## src/rtl/router_tx_pkg.sv

```systemverilog
// Shared types and constants for the router packet transmitter.
// Header layout: reserved bit above the 2-bit destination.
package router_tx_pkg;

  localparam int DATA_W = 3;
  localparam int LEN_W  = 4;

  localparam logic       HDR_RSVD     = 1'b0;
  localparam logic [1:0] DEST_ILLEGAL = 2'd3;

  typedef enum logic [2:0] {
    S_IDLE,
    S_LOAD,
    S_HEADER,
    S_PAYLOAD,
    S_PARITY,
    S_ERRWAIT
  } state_t;

  function automatic logic [DATA_W-1:0] make_header(
    input logic [1:0] dest
  );
    return DATA_W'({HDR_RSVD, dest});
  endfunction

endpackage

```

## src/rtl/router_pkt_tx_if.sv

```systemverilog
// Upstream command/payload and router ingress signals.
// master = source + router side, slave = transmitter.
interface router_pkt_tx_if #(
  parameter int DATA_W = 3,
  parameter int LEN_W  = 4
);

  logic              start;
  logic [1:0]        dest;
  logic [LEN_W-1:0]  len;
  logic [DATA_W-1:0] src_data;
  logic              src_valid;
  logic              src_ready;
  logic              busy;
  logic              err;
  logic              pkt_valid;
  logic [DATA_W-1:0] data_out;
  logic              tx_active;
  logic              cmd_rej;
  logic              done;
  logic              pkt_err;

  modport master (
    output start, dest, len, src_data, src_valid,
    output busy, err,
    input  src_ready, pkt_valid, data_out,
    input  tx_active, cmd_rej, done, pkt_err
  );

  modport slave (
    input  start, dest, len, src_data, src_valid,
    input  busy, err,
    output src_ready, pkt_valid, data_out,
    output tx_active, cmd_rej, done, pkt_err
  );

endinterface

```

## src/rtl/router_tx_buf.sv

```systemverilog
// Payload store: synchronous write, asynchronous read.
// Contents are not reset; every packet rewrites what it reads.
module router_tx_buf #(
  parameter int DATA_W = 3,
  parameter int LEN_W  = 4
) (
  input  logic              clock,
  input  logic              we,
  input  logic [LEN_W-1:0]  wr_addr,
  input  logic [DATA_W-1:0] wr_data,
  input  logic [LEN_W-1:0]  rd_addr,
  output logic [DATA_W-1:0] rd_data
);

  logic [DATA_W-1:0] mem [2**LEN_W];

  always_ff @(posedge clock) begin
    if (we) mem[wr_addr] <= wr_data;
  end

  assign rd_data = mem[rd_addr];

endmodule

```

## src/rtl/router_pkt_tx.sv

```systemverilog
// Buffers a whole payload, then sends header, payload and
// parity to the router and reports the sampled err status.
module router_pkt_tx #(
  parameter int DATA_W   = router_tx_pkg::DATA_W,
  parameter int LEN_W    = router_tx_pkg::LEN_W,
  parameter int ERR_WAIT = 2
) (
  input  logic clock,
  input  logic reset,
  router_pkt_tx_if.slave bus
);

  import router_tx_pkg::*;

  localparam int TW = $clog2(ERR_WAIT + 1);

  state_t            state, state_n;
  logic [LEN_W-1:0]  cnt, cnt_n;
  logic [LEN_W-1:0]  idx, idx_n;
  logic [LEN_W-1:0]  len_q, len_n;
  logic [1:0]        dest_q, dest_n;
  logic [DATA_W-1:0] par, par_n;
  logic [TW-1:0]     timer, timer_n;
  logic              eacc, eacc_n;

  logic              src_ready_q, pkt_valid_q;
  logic              pkt_valid_n;
  logic [DATA_W-1:0] data_q, data_n;
  logic              tx_active_q, cmd_rej_q;
  logic              cmd_rej_n;
  logic              done_q, done_n;
  logic              pkt_err_q, pkt_err_n;

  logic              we;
  logic [LEN_W-1:0]  rd_addr;
  logic [DATA_W-1:0] rd_data;
  logic [DATA_W-1:0] hdr;
  logic              xfer;

  router_tx_buf #(
    .DATA_W (DATA_W),
    .LEN_W  (LEN_W)
  ) u_buf (
    .clock   (clock),
    .we      (we),
    .wr_addr (cnt),
    .wr_data (bus.src_data),
    .rd_addr (rd_addr),
    .rd_data (rd_data)
  );

  assign hdr  = DATA_W'(make_header(dest_q));
  assign xfer = !bus.busy;

  always_comb begin
    state_n     = state;
    cnt_n       = cnt;
    idx_n       = idx;
    len_n       = len_q;
    dest_n      = dest_q;
    par_n       = par;
    timer_n     = timer;
    eacc_n      = eacc;
    pkt_valid_n = pkt_valid_q;
    data_n      = data_q;
    cmd_rej_n   = 1'b0;
    done_n      = 1'b0;
    pkt_err_n   = pkt_err_q;
    we          = 1'b0;
    rd_addr     = (state == S_HEADER) ? '0 : idx;
    unique case (state)
      S_IDLE: begin
        if (bus.start) begin
          if (bus.dest == DEST_ILLEGAL || bus.len == '0) begin
            cmd_rej_n = 1'b1;
          end else begin
            dest_n  = bus.dest;
            len_n   = bus.len;
            cnt_n   = '0;
            par_n   = '0;
            state_n = S_LOAD;
          end
        end
      end
      S_LOAD: begin
        if (bus.src_valid && src_ready_q) begin
          we    = 1'b1;
          par_n = par ^ bus.src_data;
          cnt_n = cnt + LEN_W'(1);
          if (cnt == len_q - LEN_W'(1)) begin
            state_n     = S_HEADER;
            pkt_valid_n = 1'b1;
            data_n      = hdr;
            par_n       = par ^ bus.src_data ^ hdr;
          end
        end
      end
      S_HEADER: begin
        if (xfer) begin
          state_n = S_PAYLOAD;
          data_n  = rd_data;
          idx_n   = LEN_W'(1);
        end
      end
      S_PAYLOAD: begin
        if (xfer) begin
          if (idx == len_q) begin
            state_n     = S_PARITY;
            pkt_valid_n = 1'b0;
            data_n      = par;
          end else begin
            data_n = rd_data;
            idx_n  = idx + LEN_W'(1);
          end
        end
      end
      S_PARITY: begin
        if (xfer) begin
          state_n = S_ERRWAIT;
          data_n  = '0;
          timer_n = TW'(ERR_WAIT);
          eacc_n  = 1'b0;
        end
      end
      S_ERRWAIT: begin
        eacc_n  = eacc | bus.err;
        timer_n = timer - TW'(1);
        if (timer == TW'(1)) begin
          state_n   = S_IDLE;
          done_n    = 1'b1;
          pkt_err_n = eacc | bus.err;
        end
      end
      default: state_n = S_IDLE;
    endcase
  end

  always_ff @(posedge clock) begin
    if (reset) begin
      state       <= S_IDLE;
      cnt         <= '0;
      idx         <= '0;
      len_q       <= '0;
      dest_q      <= '0;
      par         <= '0;
      timer       <= '0;
      eacc        <= 1'b0;
      src_ready_q <= 1'b0;
      pkt_valid_q <= 1'b0;
      data_q      <= '0;
      tx_active_q <= 1'b0;
      cmd_rej_q   <= 1'b0;
      done_q      <= 1'b0;
      pkt_err_q   <= 1'b0;
    end else begin
      state       <= state_n;
      cnt         <= cnt_n;
      idx         <= idx_n;
      len_q       <= len_n;
      dest_q      <= dest_n;
      par         <= par_n;
      timer       <= timer_n;
      eacc        <= eacc_n;
      src_ready_q <= (state_n == S_LOAD);
      pkt_valid_q <= pkt_valid_n;
      data_q      <= data_n;
      tx_active_q <= (state_n != S_IDLE);
      cmd_rej_q   <= cmd_rej_n;
      done_q      <= done_n;
      pkt_err_q   <= pkt_err_n;
    end
  end

  assign bus.src_ready = src_ready_q;
  assign bus.pkt_valid = pkt_valid_q;
  assign bus.data_out  = data_q;
  assign bus.tx_active = tx_active_q;
  assign bus.cmd_rej   = cmd_rej_q;
  assign bus.done      = done_q;
  assign bus.pkt_err   = pkt_err_q;

endmodule

```

## src/flat_wrapper.sv

```systemverilog
// flat-port wrapper written by rule: the top's interface ports become plain ports
module router_pkt_tx_flat import router_tx_pkg::*;
#(
  parameter int DATA_W   = router_tx_pkg::DATA_W,
  parameter int LEN_W    = router_tx_pkg::LEN_W,
  parameter int ERR_WAIT = 2
)
  (clock, reset, bus_start, bus_dest, bus_len, bus_src_data, bus_src_valid, bus_busy, bus_err, bus_src_ready, bus_pkt_valid, bus_data_out, bus_tx_active, bus_cmd_rej, bus_done, bus_pkt_err);
  router_pkt_tx_if #(.DATA_W(DATA_W), .LEN_W(LEN_W)) bus_i ();
  input  logic clock;
  input  logic reset;
  input wire logic [$bits(bus_i.start)-1:0] bus_start;
  input wire logic [$bits(bus_i.dest)-1:0] bus_dest;
  input wire logic [$bits(bus_i.len)-1:0] bus_len;
  input wire logic [$bits(bus_i.src_data)-1:0] bus_src_data;
  input wire logic [$bits(bus_i.src_valid)-1:0] bus_src_valid;
  input wire logic [$bits(bus_i.busy)-1:0] bus_busy;
  input wire logic [$bits(bus_i.err)-1:0] bus_err;
  output wire logic [$bits(bus_i.src_ready)-1:0] bus_src_ready;
  output wire logic [$bits(bus_i.pkt_valid)-1:0] bus_pkt_valid;
  output wire logic [$bits(bus_i.data_out)-1:0] bus_data_out;
  output wire logic [$bits(bus_i.tx_active)-1:0] bus_tx_active;
  output wire logic [$bits(bus_i.cmd_rej)-1:0] bus_cmd_rej;
  output wire logic [$bits(bus_i.done)-1:0] bus_done;
  output wire logic [$bits(bus_i.pkt_err)-1:0] bus_pkt_err;
  assign bus_i.start = bus_start;
  assign bus_i.dest = bus_dest;
  assign bus_i.len = bus_len;
  assign bus_i.src_data = bus_src_data;
  assign bus_i.src_valid = bus_src_valid;
  assign bus_i.busy = bus_busy;
  assign bus_i.err = bus_err;
  assign bus_src_ready = bus_i.src_ready;
  assign bus_pkt_valid = bus_i.pkt_valid;
  assign bus_data_out = bus_i.data_out;
  assign bus_tx_active = bus_i.tx_active;
  assign bus_cmd_rej = bus_i.cmd_rej;
  assign bus_done = bus_i.done;
  assign bus_pkt_err = bus_i.pkt_err;
  router_pkt_tx #(.DATA_W(DATA_W), .LEN_W(LEN_W), .ERR_WAIT(ERR_WAIT)) u_core (.clock(clock), .reset(reset), .bus(bus_i));
endmodule
```

## config.mk

```make
export PLATFORM = sky130hd
export DESIGN_NAME = router_pkt_tx_flat
export DESIGN_NICKNAME = d
export VERILOG_FILES = /design/src/rtl/router_tx_pkg.sv /design/src/rtl/router_pkt_tx_if.sv /design/src/rtl/router_tx_buf.sv /design/src/rtl/router_pkt_tx.sv /design/src/flat_wrapper.sv
export SDC_FILE = /design/constraint.sdc
export NUM_CORES = 1
export LEC_CHECK = 0
export ABC_AREA = 1
export BUFFER_PORTS_ARGS = -buffer_cell sky130_fd_sc_hd__buf_4
export CAP_MARGIN = 20
export CORE_MARGIN = 2
export CORE_UTILIZATION = 45
export DETAILED_ROUTE_END_ITERATION = 16
export PLACE_DENSITY = 0.62
export SLEW_MARGIN = 20
export SYNTH_ARGS = -nofsm -noshare
export SYNTH_HDL_FRONTEND = slang
export SYNTH_SLANG_ARGS = --single-unit
```

## constraint.sdc

```tcl
create_clock -name clock -period 1.6 [get_ports clock]
set_input_delay 0 -clock clock [delete_from_list [all_inputs] [get_ports clock]]
set_output_delay 0 -clock clock [all_outputs]
set_load 0.1 [all_outputs]
```

* After elaboration in Yosys (flattened, before gate mapping)
Memories as Yosys holds them, arrays and structs flattened.
Index checks and enable logic that the tools add are counted.
** Cells by class
- Add/sub/neg operators :: 4
- $mul :: 0
- Divide/modulo/power cells :: 0
- Magnitude comparators :: 0
- Equal/unequal tests :: 19
- Shift-type cells :: 0
- Multiplexer cells :: 46
- Bitwise logic cells :: 7
- Reduce and logical (&&, ||, !) cells :: 19
** Operators by type and width (count)
- two-way mux 3 bit :: 19
- two-way mux 4 bit :: 7
- case mux 3 bit (6 select lines) :: 1
- case mux 4 bit (2 select lines) :: 2
- != test 2 bit, second input constant :: 6
- case mux 3 bit (4 select lines) :: 1
- two-way mux 1 bit :: 11
- adder 4 x 1 -> 4 bit, second input constant :: 2
- equality test 4 bit :: 2
- AND reduction 4 bit :: 2
- nonzero test 2 bit :: 4
- equality test 3 x 1 -> 1 bit, second input constant :: 2
- equality test 3 x 2 -> 1 bit, second input constant :: 2
- equality test 3 bit, second input constant :: 2
- != test 2 x 1 -> 1 bit, second input constant :: 3
- case mux 3 bit (2 select lines) :: 1
- AND reduction 6 bit :: 1
- AND reduction 5 bit :: 1
- logical NOT 4 bit :: 1
- NOT 1 bit :: 4
- case mux 1 bit (2 select lines) :: 2
- case mux 2 bit (2 select lines) :: 1
- AND reduction 2 bit :: 2
- nonzero test 4 bit :: 1
- other kinds (15) :: 15
** Storage, ports and cells
- Register bits after elaboration :: 32
- Latch bits :: 0
- Bits in writable memories :: 48
- Memory bits (read-only) :: 0
- Input port bits :: 15
- Output and inout port bits :: 9
- Logic and storage cells :: 111
- Memories kept :: 1
** Memory list
- u_core.u_buf.mem :: words 16, width 3, read ports 1, clocked after memory_dff 0, write ports 1, RTL line router_tx_buf.sv:15 : logic [DATA_W-1:0] mem [2**LEN_W];

* Logic depth before layout (Yosys ltp)
- Word-level depth :: 6
- Gate-level depth with buffers :: 12
- Depth with buffers taken out :: 12

* By module
Synthesis repeated with hierarchy kept, for this count alone.
** Unflattened totals
- Cells, all modules :: 527
- Area total of the unflattened synthesis :: 4147.7 um2
** Modules (own cells, without submodules)
- router_tx_buf :: times used 1, cells an instance 221, area each 2179.6 um2, seq. area each 1441.4 um2
- router_pkt_tx :: times used 1, cells an instance 306, area each 1968.1 um2, seq. area each 640.6 um2

* Worst setup path after synthesis
No wires, ideal clock.
- Kind :: register -> register
- From :: register u_core.src_ready_q, in the netlist u_core.bus.src_ready
- To :: memory u_core.u_buf.mem[0][0] (enable)
- Library setup time :: 0.319 ns
- Arrival time :: 1.742 ns
- Data required time :: 1.281 ns
- Setup slack :: -0.461 ns
- Stages on the path, launching flop included :: 5
- Buffers on the path :: 0
- Cells stage by stage :: dfxtp_1 -> nand2_1 -> nor2_4 -> nand2_1 -> nor2_1
** Between the ends
- Word-level cells in the longest chain between the ends :: 5
** Ends and longest elaborated chain
- start, declared :: RTL line router_pkt_tx.sv:26 : logic src_ready_q, pkt_valid_q;
- start signal, assigned :: RTL line router_pkt_tx.sv:164 : src_ready_q <= (state_n == S_LOAD);
- logical AND 1 bit :: RTL line router_pkt_tx.sv:86 : if (bus.src_valid && src_ready_q) begin
- two-way mux 1 bit :: RTL line router_pkt_tx.sv:86
- two-way mux 1 bit :: RTL line router_pkt_tx.sv:71 : unique case (state)
- two-way mux 1 bit :: RTL line router_tx_buf.sv:18 : if (we) mem[wr_addr] <= wr_data;
- two-way mux 1 bit (not written as such) :: RTL line router_tx_buf.sv:18
- end, declared :: RTL line router_tx_buf.sv:15
Every way passes these cells.

* Final worst setup path
- From :: register u_core.len_q[0]
- To :: register u_core.tx_active_q, in the netlist u_core.bus.tx_active
** Between the ends
- Word-level cells in the longest chain between the ends :: 6
- Elaborated cells on any way between the ends :: 9
- Classes of those cells :: add/sub (1); eq/ne (2); mux (5); reduce/logical (1)
** Ends and longest elaborated chain
- start, declared :: RTL line router_pkt_tx.sv:20 : logic [LEN_W-1:0] len_q, len_n;
- start signal, assigned :: RTL line router_pkt_tx.sv:159 : len_q <= len_n;
- subtractor 4 x 1 -> 4 bit :: RTL line router_pkt_tx.sv:90 : if (cnt == len_q - LEN_W'(1)) begin
- equality test 4 bit :: RTL line router_pkt_tx.sv:90
- two-way mux 3 bit :: RTL line router_pkt_tx.sv:90
- two-way mux 3 bit :: RTL line router_pkt_tx.sv:86
- case mux 3 bit (6 select lines) * :: RTL line router_pkt_tx.sv:71
- nonzero test 3 bit * :: RTL line router_pkt_tx.sv:167 : tx_active_q <= (state_n != S_IDLE);
- end signal, assigned :: RTL line router_pkt_tx.sv:167
- end, declared :: RTL line router_pkt_tx.sv:29 : logic tx_active_q, cmd_rej_q;
Mark *: on every way between the ends. The rest lies on a longest branch, timed or not.
A chain may end at the register's enable or synchronous reset.

==> flow_summary.toml <==
[setup_path]
critPathRequiredTime_ns = 1.84
path_class = "flop to flop"
setup.worst_path.start_class = "flop"
worstPathMaxFanout = 4
critPathCaptureType = "flop"
cp_data_arrival_time_ns = 1.92

[timing]
setup_violations = 5
fmax_mhz = 595
fin_ws_ns = -0.0794
slew_violations = 0
worst_hold_slack_ns = -0.00396
finalSetupTns_ns = -0.301
relSlewSlack = 0.737
fin_worst_skew_ns = 0.00762
rsz0062_at_grt = "true"
period_needed_ns = 1.68
worst_pin_slew_ns = 0.385
report.final.hold_viol_count = 10
timing.final.crit_share = 1.05

[synth]
yosys.cell_types.count = 35
syn_nets = 445
syn_area_mm2 = 0.00383
ys_seq_elements = 80
synth-seq-area-share = 0.544
yosys_warnings = 0
syn_area_per_cell_um2 = 9.05
syn_inst = 423

[finish]
multi_input_area_mm2 = 0.00167
seqCellArea_mm2 = 0.00210
syn_to_final_growth_pct = 25.8
fillers = 723
drive_gt1_frac = 0.283
nets = 515
stdcell_count = 603
post-route-util = 0.586
antenna_cells = 0

[die]
ios = 24
die_w_um = 96.2
num_rows = 33
start_util = 0.466
die-area_mm2 = 0.00926
fp.dieH_um = 96.2
design.core.area_mm2 = 0.00822

[clocking]
clk_pin_slew_worst_paths_ns = 0.08
clock_path_buffers = 2
cts_tree = "yes"
cts-htree-levels = 3
insertion_delay_ns = 0.35
clockRootBuffer = "clkbuf_8"
clkSinkCount = 80
numCtsBuffers = 9

[drt]
drt-initial-drc-count = 156
wl_um = 8550
wl_per_cell_um = 14.2
vias_per_cell = 5.08
drtPass1Iterations = 5
dr_total_vias = 3063
drtAntennaViolNets = 0
route.detailed.drc = 0

[power]
p_total_mw = 4.06
power_leakage_nw = 2.03
ir_worst_vdd_v = 0.000513
power_density_mw_per_mm2 = 844

[placed_design]
placed_cells = 567
place_congestion = 0.859
port_buffers = 23
dp_hpwl_um = 6160

[global_routing]
gr-total-overflow = 0
grt_pass1_wl_um = 13700
grt_pass1_vias = 2897
grtUsageTotal = 0.198
grt_max_degree = 26
antenna_found_initial = 0

[run_status]
status = "finished with violations"
failed_checks = "negative hold slack, negative setup slack"

[flow_run]
drv_cap = 0

[worst_hold_path]
hold_class = "input port to flop"
-- path summary, 6_finish.rpt --
path,cells after the start,to,startpoint,slack (ns)
setup / recovery,10,u_core.bus.tx_active$_SDFF_PP0_,u_core.len_q[0]$_SDFFE_PP0P_,-0.08
setup reg to reg,10,u_core.bus.tx_active$_SDFF_PP0_,u_core.len_q[0]$_SDFFE_PP0P_,-0.08
hold reg to reg,2,u_core.eacc$_SDFFE_PP0P_,u_core.eacc$_SDFFE_PP0P_,0.46
hold / removal,1,u_core.u_buf.mem[0][1]$_DFFE_PP_,bus_src_data[1],-0.004
-- cell usage in the layout, fill, tap and decap left out, types with 11 or more instances in the layout --
cell type	instances
o21ai_0	12
nand3_1	63
dfxtp_1	23
edfxtp_1	48
nor2_1	29
dlygate4sd3_1	11
inv_1	32
nand2_1	87
a21oi_1	19
buf_4	53
nor2_2	16
-- final cells by class --
type	count	area share
Inverter	43	0.0346
Timing Repair Buffer	68	0.119
Clock inverter	4	0.00988
Sequential cell	80	0.436
Clock buffer	12	0.0281
Tap cell	105	0.0273
Multi-Input combinational cell	291	0.346
-- layer usage --
layer  up-vias  share of wire  GRT usage  wire [um]
met2        48           0.48      0.321       4140
li1       1553              -          -          -
met1      1455           0.47      0.263       4040
met4         0          0.011     0.0679         95
met5         -              0          0          0
met3         7          0.034     0.0407        287
-- cell usage after synthesis (all sizes together) --
library cell / instances / area [um2]
a2111oi: 1 / 8.76
a21o: 1 / 7.51
a21oi: 24 / 135
a31oi: 1 / 6.26
and3: 1 / 6.26
buf: 6 / 55.1
clkbuf: 3 / 11.3
clkinv: 1 / 5.00
dfxtp: 32 / 641
edfxtp: 48 / 1440
ha: 7 / 87.6
inv: 42 / 160
nand2: 101 / 424
nand3: 65 / 338
nand3b: 3 / 22.5
nand4: 1 / 12.5
nor2: 47 / 184
nor3: 7 / 62.6
nor3b: 1 / 7.51
nor4: 1 / 6.26
o21ai: 16 / 83.8
o221ai: 1 / 8.76
or2: 1 / 6.26
xnor2: 5 / 43.8
xor2: 7 / 61.3
-- cell families after synthesis --
logic type,after synthesis,share of synthesized area
adders and majority gates,7,0.0229
buffers and inverters,52,0.0605
AOI/OAI and AO/OA,44,0.0654
and+or+nand+nor,228,0.280
DFF,80,0.544
xor gates and xnor gates,12,0.0275
-- critical path, cell delays in order, from the launching register on --
cell and delay [ns]:
dfxtp_2 0.34, inv_2 0.05, ha_4 0.15, xnor2_2 0.14
xor2_1 0.20, nand3_2 0.14, buf_4 0.17, o21ai_4 0.12
nand3_1 0.08, nand2_1 0.11, nand2_1 0.07
-- where the power goes --
part           leakage (nW)  internal, mW  switching (mW)
logic                  1.24         0.170           0.247
clock network        0.0904         0.718           0.692
registers             0.695          2.21          0.0262
total                  2.03          3.09           0.966
-- per-stage QoR --
step / setup slack [ns] / area (um2)
after global routing: -0.249 / 4810
after floorplan: 0.00718 / 3830
after detailed placement: -0.133 / 4280
after CTS: -0.0314 / 4650
final: -0.0794 / 4810
after global placement: -0.0628 / 4280
-- state kept, by name, indices dropped and copies added (netlist names), 2 cells and up --
name / count
u_core.len_q: 4
u_core.bus.data_out: 3
u_core.dest_q: 2
u_core.u_buf.mem: 48
u_core.cnt: 4
u_core.par: 3
u_core.state: 3
u_core.idx: 4
u_core.timer: 2
-- repair_timing --
item / in CTS / in global routing
hold buffers: 10 / 1
pin swaps: 8 / 10
setup endpoints to repair: 8 / 64
hold endpoints to repair: 36 / 2
setup buffers: 2 / 7
gates cloned: 0 / 0
resized for setup: 18 / 37
No activity file was read; power rests on OpenSTA's default activity.
